===== config.mk =====
export PLATFORM = sky130hd
export DESIGN_NAME = clause_dispatcher
export DESIGN_NICKNAME = d
export VERILOG_FILES = /design/src/rtl/clause_dispatcher.sv
export SDC_FILE = /design/constraint.sdc
export NUM_CORES = 1
export LEC_CHECK = 0
export CELL_PAD_IN_SITES_DETAIL_PLACEMENT = 0
export CELL_PAD_IN_SITES_GLOBAL_PLACEMENT = 1
export CORE_AREA = 10 10 315 317
export DETAILED_ROUTE_END_ITERATION = 16
export DIE_AREA = 0 0 325 327
export PLACE_DENSITY_LB_ADDON = 0.2
export SETUP_SLACK_MARGIN = 0.2
export SLEW_MARGIN = 20
export SYNTH_ARGS = -nofsm -noshare
export SYNTH_HDL_FRONTEND = slang
export SYNTH_SLANG_ARGS = --single-unit

===== constraint.sdc =====
create_clock -name clock -period 18.1 [get_ports clock]
set_clock_uncertainty 0.15 [all_clocks]
set_input_delay 1.81 -clock clock [delete_from_list [all_inputs] [get_ports clock]]
set_output_delay 1.81 -clock clock [all_outputs]
set_load 0.02 [all_outputs]

===== src/rtl/clause_dispatcher.sv =====
// clause_dispatcher: consumer end of the clause latency buffer.
// Hands up to NUM_ENGINE offered clauses per cycle to free per-engine one-entry slots,
// reports the accepted count combinationally, broadcasts the chosen unit clause and
// signals end of round once the buffer, all slots and all engines are quiet.
// Optional feature: define DISPATCH_STATS_EN to build the per-round dispatch counter.
module clause_dispatcher #(
    parameter int NUM_ENGINE = 4,
    parameter int CLA_W      = 96,
    parameter int LIT_W      = 16,
    parameter int CNT_W      = 16
) (
    input  logic                          clock,
    input  logic                          reset,
    input  logic                          start_in,
    input  logic                          empty_in,
    input  logic [$clog2(NUM_ENGINE):0]   clause_released_in,
    input  logic [NUM_ENGINE*CLA_W-1:0]   clause_in,
    input  logic [LIT_W-1:0]              chosen_uc_in,
    input  logic                          chosen_uc_valid_in,
    output logic [$clog2(NUM_ENGINE):0]   clause_received_out,
    output logic [NUM_ENGINE*CLA_W-1:0]   eng_clause_out,
    output logic [NUM_ENGINE-1:0]         eng_valid_out,
    input  logic [NUM_ENGINE-1:0]         eng_ready_in,
    input  logic [NUM_ENGINE-1:0]         eng_busy_in,
    output logic [LIT_W-1:0]              eng_uc_out,
    output logic                          eng_uc_valid_out,
    output logic                          round_done_out,
    output logic [CNT_W-1:0]              dispatch_count_out
);

    localparam int RW = $clog2(NUM_ENGINE) + 1;
    localparam int IW = (NUM_ENGINE > 1) ? $clog2(NUM_ENGINE) : 1;

    typedef enum logic [1:0] {
        IDLE  = 2'd0,
        RUN   = 2'd1,
        DRAIN = 2'd2,
        DONE  = 2'd3
    } state_t;

    state_t state;
    state_t state_next;

    logic [NUM_ENGINE-1:0] slot_valid;
    logic [CLA_W-1:0]      slot_data [NUM_ENGINE];
    logic [CLA_W-1:0]      offered   [NUM_ENGINE];
    logic [NUM_ENGINE-1:0] slot_load;
    logic [CLA_W-1:0]      load_data [NUM_ENGINE];
    logic [RW-1:0]         free_cnt;
    logic [RW-1:0]         released_clamped;
    logic [RW-1:0]         accept_k;
    logic [RW-1:0]         load_idx;
    logic                  accepting;
    logic                  slots_empty;
    logic [LIT_W-1:0]      uc_q;
    logic                  uc_valid_q;

    assign slots_empty = ~|slot_valid;

    // Split the packed offer bus into per-entry clauses, entry 0 oldest
    always_comb begin
        for (int i = 0; i < NUM_ENGINE; i++) begin
            offered[i] = clause_in[i*CLA_W +: CLA_W];
        end
    end

    // Count slots free at the start of the cycle and decide how many clauses to take
    always_comb begin
        free_cnt = '0;
        for (int i = 0; i < NUM_ENGINE; i++) begin
            if (!slot_valid[i]) begin
                free_cnt = free_cnt + RW'(1);
            end
        end
        released_clamped = (clause_released_in > RW'(NUM_ENGINE)) ? RW'(NUM_ENGINE)
                                                                  : clause_released_in;
        accepting = reset && (state == RUN) && start_in;
        if (!accepting) begin
            accept_k = '0;
        end else if (released_clamped < free_cnt) begin
            accept_k = released_clamped;
        end else begin
            accept_k = free_cnt;
        end
    end

    assign clause_received_out = accept_k;

    // Steer the j-th accepted clause into the j-th free slot in ascending engine order
    always_comb begin
        load_idx  = '0;
        slot_load = '0;
        for (int i = 0; i < NUM_ENGINE; i++) begin
            load_data[i] = '0;
        end
        for (int i = 0; i < NUM_ENGINE; i++) begin
            if (!slot_valid[i] && (load_idx < accept_k)) begin
                slot_load[i] = 1'b1;
                load_data[i] = offered[load_idx[IW-1:0]];
                load_idx     = load_idx + RW'(1);
            end
        end
    end

    // Per-engine one-entry slots: a drained slot only becomes loadable a cycle later
    always_ff @(posedge clock or negedge reset) begin
        if (!reset) begin
            slot_valid <= '0;
            for (int i = 0; i < NUM_ENGINE; i++) begin
                slot_data[i] <= '0;
            end
        end else begin
            for (int i = 0; i < NUM_ENGINE; i++) begin
                if (slot_valid[i] && eng_ready_in[i]) begin
                    slot_valid[i] <= 1'b0;
                end else if (slot_load[i]) begin
                    slot_valid[i] <= 1'b1;
                    slot_data[i]  <= load_data[i];
                end
            end
        end
    end

    // Pack slot contents onto the engine clause bus
    always_comb begin
        eng_clause_out = '0;
        for (int i = 0; i < NUM_ENGINE; i++) begin
            eng_clause_out[i*CLA_W +: CLA_W] = slot_data[i];
        end
    end

    assign eng_valid_out = slot_valid;

    // Round state register
    always_ff @(posedge clock or negedge reset) begin
        if (!reset) begin
            state <= IDLE;
        end else begin
            state <= state_next;
        end
    end

    // Round sequencing: run while the buffer feeds us, drain until engines idle, pulse done
    always_comb begin
        state_next = state;
        case (state)
            IDLE: begin
                if (start_in) begin
                    state_next = RUN;
                end
            end
            RUN: begin
                if (start_in && empty_in && slots_empty) begin
                    state_next = DRAIN;
                end
            end
            DRAIN: begin
                if ((eng_busy_in == '0) && slots_empty) begin
                    state_next = DONE;
                end
            end
            DONE: begin
                state_next = IDLE;
            end
            default: begin
                state_next = IDLE;
            end
        endcase
    end

    assign round_done_out = (state == DONE);

    // Capture the chosen unit clause and pulse its valid one cycle later, in any state
    always_ff @(posedge clock or negedge reset) begin
        if (!reset) begin
            uc_q       <= '0;
            uc_valid_q <= 1'b0;
        end else begin
            uc_valid_q <= chosen_uc_valid_in;
            if (chosen_uc_valid_in) begin
                uc_q <= chosen_uc_in;
            end
        end
    end

    assign eng_uc_out       = uc_q;
    assign eng_uc_valid_out = uc_valid_q;

`ifdef DISPATCH_STATS_EN
    logic [CNT_W-1:0] count_q;
    logic [CNT_W:0]   count_sum;

    assign count_sum = {1'b0, count_q} + (CNT_W+1)'(accept_k);

    // Per-round dispatch counter: cleared when a round starts, saturating while running
    always_ff @(posedge clock or negedge reset) begin
        if (!reset) begin
            count_q <= '0;
        end else if ((state == IDLE) && start_in) begin
            count_q <= '0;
        end else if (state == RUN) begin
            count_q <= count_sum[CNT_W] ? {CNT_W{1'b1}} : count_sum[CNT_W-1:0];
        end
    end

    assign dispatch_count_out = count_q;
`else
    assign dispatch_count_out = '0;
`endif

endmodule


==> flow_summary_export.csv <==
group,metric,value,unit
worst_hold_path,hp-class,"reg2reg",
critical_path,path_max_fanout,97,
critical_path,path_buf_inv,5,
timing,setup-tns-final,0,ns
global_route,track_usage,23.3,%
power,p_per_area,189,mW/mm^2
place,gp_congestion,0.834,
cts,htree_levels,2,
critical_path,cp-end-kind,"flip-flop",
critical_path,critical_path_required,18.47,ns
synth,yosys_warnings,0,
synth,yosysTopAreaCell,"dfrtp_1",
timing,hold_violations,0,
critical_path,cp-startpoint,"eng_valid_out[0]",
synth,ys_ff_latch,407,
critical_path,slowest_stage,"buf_4",
cts,ctsResizeCount,0,
finish,finalNetCount,3806,
place,numPortBuffers,824,
worst_hold_path,whs_path_depth,2,
timing,slew_violations,0,
timing,fin_hold_ws,0.329,ns
cts,clk_latency,0.63,ns
cts,cts_tree,"built",
critical_path,crit_arrival,10.07,ns
finish,areaGrowthSynthToFinish,40.5,%
run,cap_violations,0,
critical_path,reg2reg_from,"eng_valid_out[0]",
floorplan,ioPinCount,841,
global_route,grt_max_degree,218,
finish,post-route-util,40.5,%
cts,cts_hold_buf,0,
cts,cts_made_buffers,52,
drt,firstDrtPassIters,5,
critical_path,path_common_cell,"ha_1",
critical_path,crit_family,"buffers and inverters",
floorplan,die_h,327,um
critical_path,cp-start-kind,"flip-flop",
synth,syn_area,0.0267,mm^2
floorplan,dieWidth,325,um
cts,clkSinkCount,407,
floorplan,rows,112,
drt,wire_per_inst,27.6,um
synth,synthFlopType,"dfrtp_1",
critical_path,r2r_cells,24,
floorplan,core_area,0.0928,mm^2
outcome,outcome,"completed",
synth,synth-edff-count,0,
drt,wl,129000,um
global_route,antenna_found_initial,16,
synth,yosysSeqAreaShare,38.1,%
synth,synth.area.top_cells,"dfrtp_1 (38%), mux2_2 (8.6%), mux4_2 (8.1%)",
place,post-place-ws,7.59,ns
cts,postCtsSetupBuffers,0,
timing,max-slew-margin-rel,18.4,%
critical_path,slowest_delay,0.82,ns
synth,netlist_instances,2755,
cts,clk_pin_slew,0.07,ns
timing,setup_viol,0,
worst_hold_path,worstHoldStart,"eng_clause_out[379]",
synth,synth_top_area_share,38.1,%
synth,async_reset_ff_share,100,%
drt,drc_errors,0,
drt,vias_per_cell,5.44,
cts,ctsLongestPathBuffers,3,
synth,synth_cell_types,54,
timing,rsz0062_at_grt,"false",
drt,ant_nets,0,
floorplan,initial_core_util,28.8,%
global_route,grt_first_pass_wirelength,190000,um
critical_path,crit_type,"reg2reg",
critical_path,worstSetupPathDepth,24,
drt,drt_iter0_drc,1779,
global_route,grt_pass1_vias,26307,
place,place_area,0.0357,mm^2
place,dpl.hpwl,90600,um
timing,tightest_slew,1.22,ns
timing,worst_slack,8.41,ns
power,leakagePower,15.0,nW
synth,syn_avg_cell_area,9.70,um^2
timing,min_period_over_period,53.6,%
power,ir_worst_vdd,0.158,mV
timing,max_freq,103,MHz
finish,final_area,0.0376,mm^2
finish,drive_gt1_share,13.0,%
floorplan,die_area,0.106,mm^2
global_route,overflow,0,
critical_path,crit_chain,"inv_1 -> ha_1 -> xnor2_1 -> ha_1 -> nor2b_1 -> xnor2_1 -> ha_1 -> nand4_1 -> buf_4 -> inv_1 -> o31ai_4 -> buf_6 -> ha_4 -> nor4_1 -> a31oi_1 -> and2_4 -> nor2_1 -> ha_1 -> or2_2 -> a311oi_1 -> a311oi_4 -> buf_4 -> nor3_1 -> a222oi_1",
timing,post-route-min-period,9.69,ns
drt,dr_total_vias,25440,
cts,ctsRootBufferMaster,"clkbuf_16",
worst min-delay path, cell delays in order (launching register included):
cell     delay (ns)
dfrtp_1        0.34
nand2_1        0.05
o31ai_1        0.05
Yosys cell counts, types with 16 or more instances:
master,number
inv_1,299
a211oi_1,286
buf_2,30
mux2_2,203
clkbuf_1,242
mux2i_1,99
nor2_1,102
o31ai_1,95
ha_1,16
nand2b_1,98
nand2_1,104
and3_1,97
dfrtp_1,407
o21ai_0,99
a2111oi_0,95
a21oi_1,195
buf_4,22
mux4_2,96
a221oi_1,95
metrics by stage:
step	cells	power (mW)
final	4680	7.11
after global routing	4680	7.52
after CTS	4666	7.20
after detailed placement	4573	6.06
after global placement	4573	5.99
after floorplan	2770	4.19
routing by layer:
layer  part of all wire, %  vias to the layer above  GRT usage, %
met2                    51                      889          41.4
li1                      -                    11453             -
met1                    39                    12931          27.5
met3                   6.0                      163          5.33
met4                   3.2                        4          7.67
met5                 0.026                        -             0
where the power goes:
group / internal, mW / switching, mW
combinational: 1.86 / 2.53
sequential: 1.35 / 0.250
clock: 0.661 / 0.451
total: 3.88 / 3.23
sequential cells by signal (all words and copies together), names as in the netlist:
signal            flops
eng_valid_out         4
state                 2
eng_uc_out           16
eng_clause_out      384
eng_uc_valid_out      1
layout make-up:
type	instances	area, um^2
clock buffers	79	1560
clock inverters	14	215
inverters	301	1130
flip-flops and latches	407	10200
fillers	9061	55200
diodes	13	32.5
well taps	1254	1570
repair buffers	865	8610
multi-input cells	1747	14300
cells by family after synthesis:
kind of cell / after synthesis / share of synthesized area (%)
buf+inv: 616 / 9.25
simple gates: 424 / 8.01
fa+ha+maj: 16 / 0.749
other cells: 1 / 0.0140
flops: 407 / 38.1
mux: 405 / 20.6
xor+xnor: 4 / 0.183
compound gates: 882 / 23.1
layout by cell type, fill, tap and decap left out, types with 99 or more instances in the layout:
cell type        netlist  layout
a211oi_1             286     286
a21oi_1              195     195
clkdlybuf4s50_1        0     823
dfrtp_1              407     406
inv_1                299     299
mux2_2               203     202
nand2_1              104     102
nor2_1               102     102
o21ai_0               99      99
worst paths after layout:
check	slack (ns)	end
worst max register to register	8.41	eng_clause_out[382]
worst min register to register	0.33	eng_clause_out[379]
worst max-delay path	8.41	eng_clause_out[382]
worst min-delay path	0.33	eng_clause_out[379]
min in group asynchronous	0.98	eng_clause_out[242]
max in group asynchronous	14.04	eng_clause_out[267]
Note: power is estimated with default switching activity, not from simulation.
